--- config.mk ---
export PLATFORM = sky130hd
export DESIGN_NAME = apb_slave_regfile
export DESIGN_NICKNAME = d
export VERILOG_FILES = /design/src/rtl/apb_slave_regfile.sv
export SDC_FILE = /design/constraint.sdc
export NUM_CORES = 1
export LEC_CHECK = 0
export ABC_AREA = 1
export CELL_PAD_IN_SITES_DETAIL_PLACEMENT = 2
export CELL_PAD_IN_SITES_GLOBAL_PLACEMENT = 2
export CORE_MARGIN = 3
export CORE_UTILIZATION = 37
export CTS_CLUSTER_SIZE = 10
export DETAILED_ROUTE_END_ITERATION = 10
export DONT_BUFFER_PORTS = 1
export GPL_ROUTABILITY_DRIVEN = 0
export GPL_TIMING_DRIVEN = 1
export PLACE_DENSITY_LB_ADDON = 0.1
export SYNTH_ARGS = -nofsm -noshare
export SYNTH_HDL_FRONTEND = slang
export SYNTH_SLANG_ARGS = --single-unit
--- constraint.sdc ---
create_clock -name clk -period 2.2 [get_ports clk]
set_input_delay 0.33 -clock clk [delete_from_list [all_inputs] [get_ports clk]]
set_output_delay 0.33 -clock clk [all_outputs]
set_load 0.01 [all_outputs]
--- src/rtl/apb_slave_regfile.sv ---
// APB completer with NUM_REGS x 32-bit R/W registers and registered PREADY/PRDATA/PSLVERR.
// Optional macro APB_SLV_WAIT_EN adds WAIT_CFG at offset NUM_REGS*4 for 0..15 wait states.
module apb_slave_regfile #(
    parameter int ADDR_W   = 12,
    parameter int DATA_W   = 32,
    parameter int NUM_REGS = 8,
    parameter int DEF_WAIT = 0
) (
    input  logic              clk,
    input  logic              rst_n,
    input  logic              psel,
    input  logic              penable,
    input  logic              pwrite,
    input  logic [ADDR_W-1:0] paddr,
    input  logic [DATA_W-1:0] pwdata,
    output logic [DATA_W-1:0] prdata,
    output logic              pready,
    output logic              pslverr
);
    localparam int IDX_W = $clog2(NUM_REGS);
    localparam logic [ADDR_W-1:0] MAP_END = ADDR_W'(NUM_REGS * 4);

    typedef enum logic {IDLE, ACCESS} state_t;

    state_t            state_q, state_d;
    logic [IDX_W-1:0]  idx_q, idx_d;
    logic              in_range_q, in_range_d;
    logic              is_wcfg_q, is_wcfg_d;
    logic              pwrite_q, pwrite_d;
    logic [3:0]        cnt_q, cnt_d;
    logic              pready_q, pready_d;
    logic              pslverr_q, pslverr_d;
    logic [DATA_W-1:0] prdata_q, prdata_d;
    logic [DATA_W-1:0] regs_q [NUM_REGS];
    logic [DATA_W-1:0] regs_d [NUM_REGS];

    logic              hit_reg, hit_wcfg, hit_any;
    logic [3:0]        wait_w;
    logic [IDX_W-1:0]  idx_in;
    logic [DATA_W-1:0] rd_setup, rd_held;
    logic              unused_ok;

    assign idx_in  = paddr[2 +: IDX_W];
    assign hit_reg = paddr < MAP_END;
    assign hit_any = hit_reg | hit_wcfg;

`ifdef APB_SLV_WAIT_EN
    logic [3:0] wait_cfg_q, wait_cfg_d;

    assign unused_ok = ^paddr[1:0];
    assign hit_wcfg  = paddr[ADDR_W-1:2] == MAP_END[ADDR_W-1:2];
    assign wait_w    = wait_cfg_q;
    assign rd_setup  = hit_wcfg ? DATA_W'(wait_cfg_q) : regs_q[idx_in];
    assign rd_held   = is_wcfg_q ? DATA_W'(wait_cfg_q) : regs_q[idx_q];

    always_comb begin
        wait_cfg_d = wait_cfg_q;
        if (state_q == ACCESS && psel && penable && pready_q && pwrite_q && is_wcfg_q) begin
            wait_cfg_d = pwdata[3:0];
        end
    end

    always_ff @(posedge clk or negedge rst_n) begin
        if (!rst_n) begin
            wait_cfg_q <= 4'(DEF_WAIT);
        end else begin
            wait_cfg_q <= wait_cfg_d;
        end
    end
`else
    assign unused_ok = ^{paddr[1:0], is_wcfg_q, 4'(DEF_WAIT)};
    assign hit_wcfg  = 1'b0;
    assign wait_w    = 4'd0;
    assign rd_setup  = regs_q[idx_in];
    assign rd_held   = regs_q[idx_q];
`endif

    // With zero wait states the response is launched on the setup edge itself,
    // so the first access cycle already sees pready.
    always_comb begin
        state_d    = state_q;
        idx_d      = idx_q;
        in_range_d = in_range_q;
        is_wcfg_d  = is_wcfg_q;
        pwrite_d   = pwrite_q;
        cnt_d      = cnt_q;
        pready_d   = pready_q;
        pslverr_d  = pslverr_q;
        prdata_d   = prdata_q;
        regs_d     = regs_q;

        case (state_q)
            IDLE: begin
                if (psel && !penable) begin
                    state_d    = ACCESS;
                    idx_d      = idx_in;
                    in_range_d = hit_any;
                    is_wcfg_d  = hit_wcfg;
                    pwrite_d   = pwrite;
                    cnt_d      = wait_w;
                    if (wait_w == 4'd0) begin
                        pready_d  = 1'b1;
                        pslverr_d = !hit_any;
                        prdata_d  = (!pwrite && hit_any) ? rd_setup : '0;
                    end
                end
            end
            ACCESS: begin
                if (!psel) begin
                    state_d   = IDLE;
                    cnt_d     = 4'd0;
                    pready_d  = 1'b0;
                    pslverr_d = 1'b0;
                    prdata_d  = '0;
                end else if (pready_q) begin
                    if (penable) begin
                        if (pwrite_q && in_range_q && !is_wcfg_q) begin
                            regs_d[idx_q] = pwdata;
                        end
                        state_d   = IDLE;
                        pready_d  = 1'b0;
                        pslverr_d = 1'b0;
                        prdata_d  = '0;
                    end
                end else begin
                    cnt_d = cnt_q - 4'd1;
                    if (cnt_q <= 4'd1) begin
                        cnt_d     = 4'd0;
                        pready_d  = 1'b1;
                        pslverr_d = !in_range_q;
                        prdata_d  = (!pwrite_q && in_range_q) ? rd_held : '0;
                    end
                end
            end
            default: state_d = IDLE;
        endcase
    end

    always_ff @(posedge clk or negedge rst_n) begin
        if (!rst_n) begin
            state_q    <= IDLE;
            idx_q      <= '0;
            in_range_q <= 1'b0;
            is_wcfg_q  <= 1'b0;
            pwrite_q   <= 1'b0;
            cnt_q      <= 4'd0;
            pready_q   <= 1'b0;
            pslverr_q  <= 1'b0;
            prdata_q   <= '0;
            for (int i = 0; i < NUM_REGS; i++) begin
                regs_q[i] <= '0;
            end
        end else begin
            state_q    <= state_d;
            idx_q      <= idx_d;
            in_range_q <= in_range_d;
            is_wcfg_q  <= is_wcfg_d;
            pwrite_q   <= pwrite_d;
            cnt_q      <= cnt_d;
            pready_q   <= pready_d;
            pslverr_q  <= pslverr_d;
            prdata_q   <= prdata_d;
            regs_q     <= regs_d;
        end
    end

    assign pready  = pready_q;
    assign pslverr = pslverr_q;
    assign prdata  = prdata_q;
endmodule

**After elaboration in Yosys (flattened, before gate mapping)**

Index checks and enable logic that the tools add are counted.

- Add/subtract/negate cells: 1
- Multiply operators: 0
- Divide/modulo/power cells: 0
- $lt $le $gt $ge: 5
- Equal/unequal tests: 4
- Shifts and indexed selects: 0
- Mux-type cells: 38
- Bitwise operators: 3
- Reductions and logical operators: 14

Operators with widths:

| operator | count |
|---|---|
| $mux 32 | 12 |
| $bwmux 256 | 1 |
| $bmux 32 s3 | 2 |
| $demux 32 s3 | 1 |
| $pmux 32 s2 | 1 |
| $mux 4 | 4 |
| $mux 1 | 13 |
| $lt 12x6->1 const B | 1 |
| $ge 4x4->1 const B | 2 |
| $not 3->4 | 2 |
| $pmux 4 s2 | 1 |
| $pmux 1 s2 | 3 |
| $logic_and 1x1->1 | 5 |
| $logic_not 1->1 | 5 |
| $reduce_and 5->1 | 1 |
| $le 4x1->1 const B | 1 |
| $lt 4x1->1 const B | 1 |
| $ne 4x2->1 const B | 1 |
| $ne 4x4->1 const B | 1 |
| $reduce_and 2->1 | 2 |
| $sub 4x1->4 const B | 1 |
| $ne 3x3->1 const B | 1 |
| $reduce_and 3->1 | 1 |
| $ne 2x2->1 const B | 1 |
| $not 1->1 | 1 |

- Flip-flop bits (word level): 300
- Latch bits: 0
- Memory bits (writable): 0
- Bits in read-only memories: 0
- Input bits: 49
- Output and inout port bits: 34
- Word-level logic and storage cells: 81
- Memories kept: 0

**Longest topological paths before layout**

- Word-level depth: 9
- Mapped depth: 12
- Mapped depth without buffers: 11

**Least setup slack after synthesis**

Ideal clock, no wire load.

- Path kind: register -> register
- Start: register cnt_q[0]
- End: register prdata_q[20], in the netlist prdata[20]
- Library setup time: 0.117 ns
- Arrival time: 1.647 ns
- Required time: 2.083 ns
- Path slack: 0.435 ns
- Stages on the path, launching flop included: 13
- Buffers on the path: 1
- Clock period less this slack: 1.765 ns
- Cells stage by stage: dfrtp_1 inv_1 ha_1 nor2_1 nor2_1 nand2_1 inv_1 nor2_1 nor2_1 inv_1 clkbuf_1 nand2_1 nand2_1

- Cells in the longest elaborated chain, start to end: 3

Ends and longest elaborated chain:

| element | line | RTL |
|---|---|---|
| start, declared | 30 | `logic [3:0] cnt_q, cnt_d;` |
| start signal, assigned | 159 | `cnt_q <= cnt_d;` |
| $le 4x1->1 | 127 | `if (cnt_q <= 4'd1) begin` |
| $ne 4x2->1 (no line) | - |  |
| $reduce_and 3->1 (no line) | - |  |
| end signal, assigned | 162 | `prdata_q <= prdata_d;` |
| end, declared | 33 | `logic [DATA_W-1:0] prdata_q, prdata_d;` |

Every way passes these cells.
A chain may end at the register's enable or synchronous reset.

**Worst setup path after layout**

- Start: register cnt_q[1]
- End: register prdata_q[8], in the netlist prdata[8]

The elaborated chain is that of the path after synthesis.

==> results.md <==
- Status: finished with violations
- Failing checks: hold timing
- Die Area: 46,800 um^2
- Mean routed wirelength per cell: 22.4 um
- Yosys reg bits: 300
- Switching share of power: 28.5%
- DPL Wire Length: 37.6 mm
- DRT iter0 DRCs: 942
- Period utilisation layout: 91.3%
- RSZ-0062 raised after global routing: false
- Lkg Pwr: 8.86 nW
- WL final: 65.6 mm
- Largest net degree at the start of global routing: 301
- Maximum root-to-sink buffer count: 3
- Root Buffer: clkbuf_16
- WP data arrival: 2.43 ns
- Hold WC Path Type: in2async
- Vias: 16,100
- Clock power share: 45.2%
- I/O Buffers: 0
- Die height: 216 um
- Seq pwr share: 40.9%
- Ys Warns: 0
- PD cells: 739 nW/um^2
- CP max FO: 32
- Critical path capture point type: flop
- CTS clock-pin slew for the worst setup and hold paths: 0.06 ns
- VDD IR max: 0.452 mV
- Netlist Area Pre-Place: 16,400 um^2
- Required time of the critical path: 2.62 ns
- Worst Skew: 0.0140 ns
- Initial antenna violation count: 2
- Core area: 43,400 um^2
- Syn-to-layout area delta: 14.3%
- CP Class: reg2reg
- Worst-Margin Slew: 0.881 ns
- DRT Pass-1 Iters: 5
- CTS Buf Count: 39
- Fin Hold WS: -0.523 ns
- Post-Route Setup TNS: 0 ns
- Final Hold Viols: 300
- Overall global routing resource usage: 28.1%
- H-tree levels: 2
- Final ANT Viol Nets: 0
- First-pass GRT wire length: 103 mm
- Remaining DRCs: 0
- Combinational power share: 13.9%
- CP Launch Type: flop
- Max-slew headroom at the worst pin: 41.3%
- Layout Nets: 2,373
- Clk_lat worst skew: 0.56 ns
- Final setup violation count: 0
- Distinct cells, synth: 28
- Vias in the first global route: 17,800
- Row Count: 76
- Total gr overflow: 0
- Placed insts: 2,830
- Share of post-route cells with drive strength above 1: 5.62%
- Max_cap viols: 0
- Internal: 9.88 mW
- Vias per cell: 5.47
- Reg2reg setup slack: 0.19 ns
- Number of hold buffers added after cts: 34
- Switch Pwr: 3.94 mW
- Mapped Cells: 2,341
- Final cell count without fillers: 2,933
- CTS tree: built
- Layout fillers: 5,148
- I/O pin cnt: 83
- # clock sinks: 300
- Syn Nets: 2,392
- Avg Inst Size Synth: 6.99 um^2
- Min cycle time layout: 2.01 ns
- Max Freq: 0.498 GHz
- Register area share after synthesis: 45.9%
- Initial core utilization: 37.7%
- Die W: 216 um
- Pins Over Slew Limit: 0
-- synthesized netlist by cell type --
master / count / area (um^2)
ha_1: 2 / 25.0
buf_2: 40 / 200
nor3_1: 1 / 5.00
nand4_4: 1 / 21.3
buf_1: 16 / 60.1
a31oi_1: 1 / 6.26
nor3_4: 3 / 48.8
o21ai_1: 18 / 90.1
nor3b_2: 1 / 12.5
or2_2: 1 / 6.26
nor2_2: 5 / 31.3
nand3_1: 293 / 1470
nand4_1: 31 / 194
o21ai_0: 248 / 1240
dfrtp_1: 300 / 7510
o211ai_1: 62 / 465
inv_2: 3 / 11.3
a21boi_0: 1 / 7.51
nand2_1: 894 / 3360
nand3_2: 3 / 30.0
clkbuf_1: 94 / 353
o31ai_1: 1 / 7.51
xor2_1: 1 / 8.76
nor2_1: 8 / 30.0
o22ai_1: 2 / 12.5
inv_1: 309 / 1160
a21oi_1: 1 / 5.00
clkinv_1: 1 / 3.75
-- final cells by class --
type                    count  area, um^2  share of cell area [%]
diodes                      1        2.50                  0.0134
clock buffers              62        1160                    6.23
clock inverters             4        45.0                   0.241
inverters                 313        1180                    6.29
multi-input cells        1578        7120                    38.1
flip-flops and latches    300        7510                    40.1
well taps                 585         732                    3.91
repair buffers             90         953                    5.10
-- path summary, 6_finish.rpt --
kind                                to        start  cells past startpoint
max                          prdata[8]     cnt_q[1]                     13
min                          prdata[8]        rst_n                      0
max reg2reg                  prdata[8]     cnt_q[1]                     13
min reg2reg                regs_q[110]  regs_q[110]                      2
max in group asynchronous  regs_q[242]        rst_n                      0
min in group clk               state_q      penable                      3
-- cell families after synthesis --
logic type,count (synthesis),synth area share (%)
AO/OA/AOI/OAI,334,11.2
XOR/XNOR,1,0.0535
flip-flops,300,45.9
AND/OR/NAND/NOR,1241,31.8
adder cells (fa/ha/maj),2,0.153
buffers and inverters,463,10.9
-- cell usage in the layout (no fill, tap or decap), types with 2 or more instances in the layout --
| master | n |
|---|---|
| nand2_1 | 894 |
| inv_1 | 306 |
| dfrtp_1 | 299 |
| nand3_1 | 293 |
| o21ai_0 | 248 |
| o211ai_1 | 62 |
| clkbuf_16 | 42 |
| buf_4 | 41 |
| dlygate4sd3_1 | 34 |
| nand4_1 | 31 |
| o21ai_1 | 18 |
| clkbuf_1 | 15 |
| buf_12 | 14 |
| nor2_4 | 6 |
| clkbuf_8 | 6 |
| clkinv_2 | 5 |
| nor2_1 | 5 |
| inv_2 | 3 |
| nor3_4 | 3 |
| nand3_2 | 3 |
| nor2_2 | 2 |
| clkinv_1 | 2 |
| o22ai_1 | 2 |
-- state kept, by name, indices dropped and copies added, names as in the netlist --
signal,flops
prdata,32
pwrite_q,1
state_q,1
pslverr,1
in_range_q,1
regs_q,256
pready,1
idx_q,3
cnt_q,4
-- per-stage QoR --
step	power (mW)	cell area (um^2)	setup slack (ns)	utilization, %
finish	13.8	18700	0.191	43.1
global route	14.4	18700	0.0118	43.1
CTS	13.9	18700	0.0332	43.1
detailed placement	7.50	17100	0.0742	39.5
global placement	7.44	17100	0.220	39.5
floorplan	6.85	16400	0.435	-
-- power by group through the flow --
stage / clock, mW / combinational, mW / sequential (mW)
5_1_grt: 6.61 / 2.11 / 5.65
3_5_place_dp: 0 / 1.76 / 5.74
2_1_floorplan: 0 / 1.14 / 5.70
4_1_cts: 6.41 / 1.89 / 5.64
3_3_place_gp: 0 / 1.70 / 5.73
6_report: 6.25 / 1.92 / 5.65
-- worst max-delay path, cell delays in order, from the launching register on --
cell and delay (ns):
dfrtp_1 0.36, inv_1 0.12, ha_2 0.22, nor2_1 0.05, nor2_1 0.08, nand2_1 0.09, inv_1 0.09, nor2_2 0.06
nor2_4 0.14, buf_12 0.19, inv_1 0.10, buf_12 0.20, nand2_1 0.10, nand2_1 0.07
-- routing by layer --
metal	wire (um)	vias to the layer above	global-route usage, %
li1	-	7349	-
met1	28600	8280	35.3
met2	32400	296	49.2
met3	2320	133	3.52
met4	2330	0	11.0
met5	0	-	0
-- what timing repair did --
| item | CTS | global route |
|---|---|---|
| hold endpoints to repair | 558 | 300 |
| endpoints found under the setup margin | 0 | 32 |
| buffers inserted | 0 | 1 |
| gates resized for setup | 0 | 3 |
(Power assumes the default switching activity.)
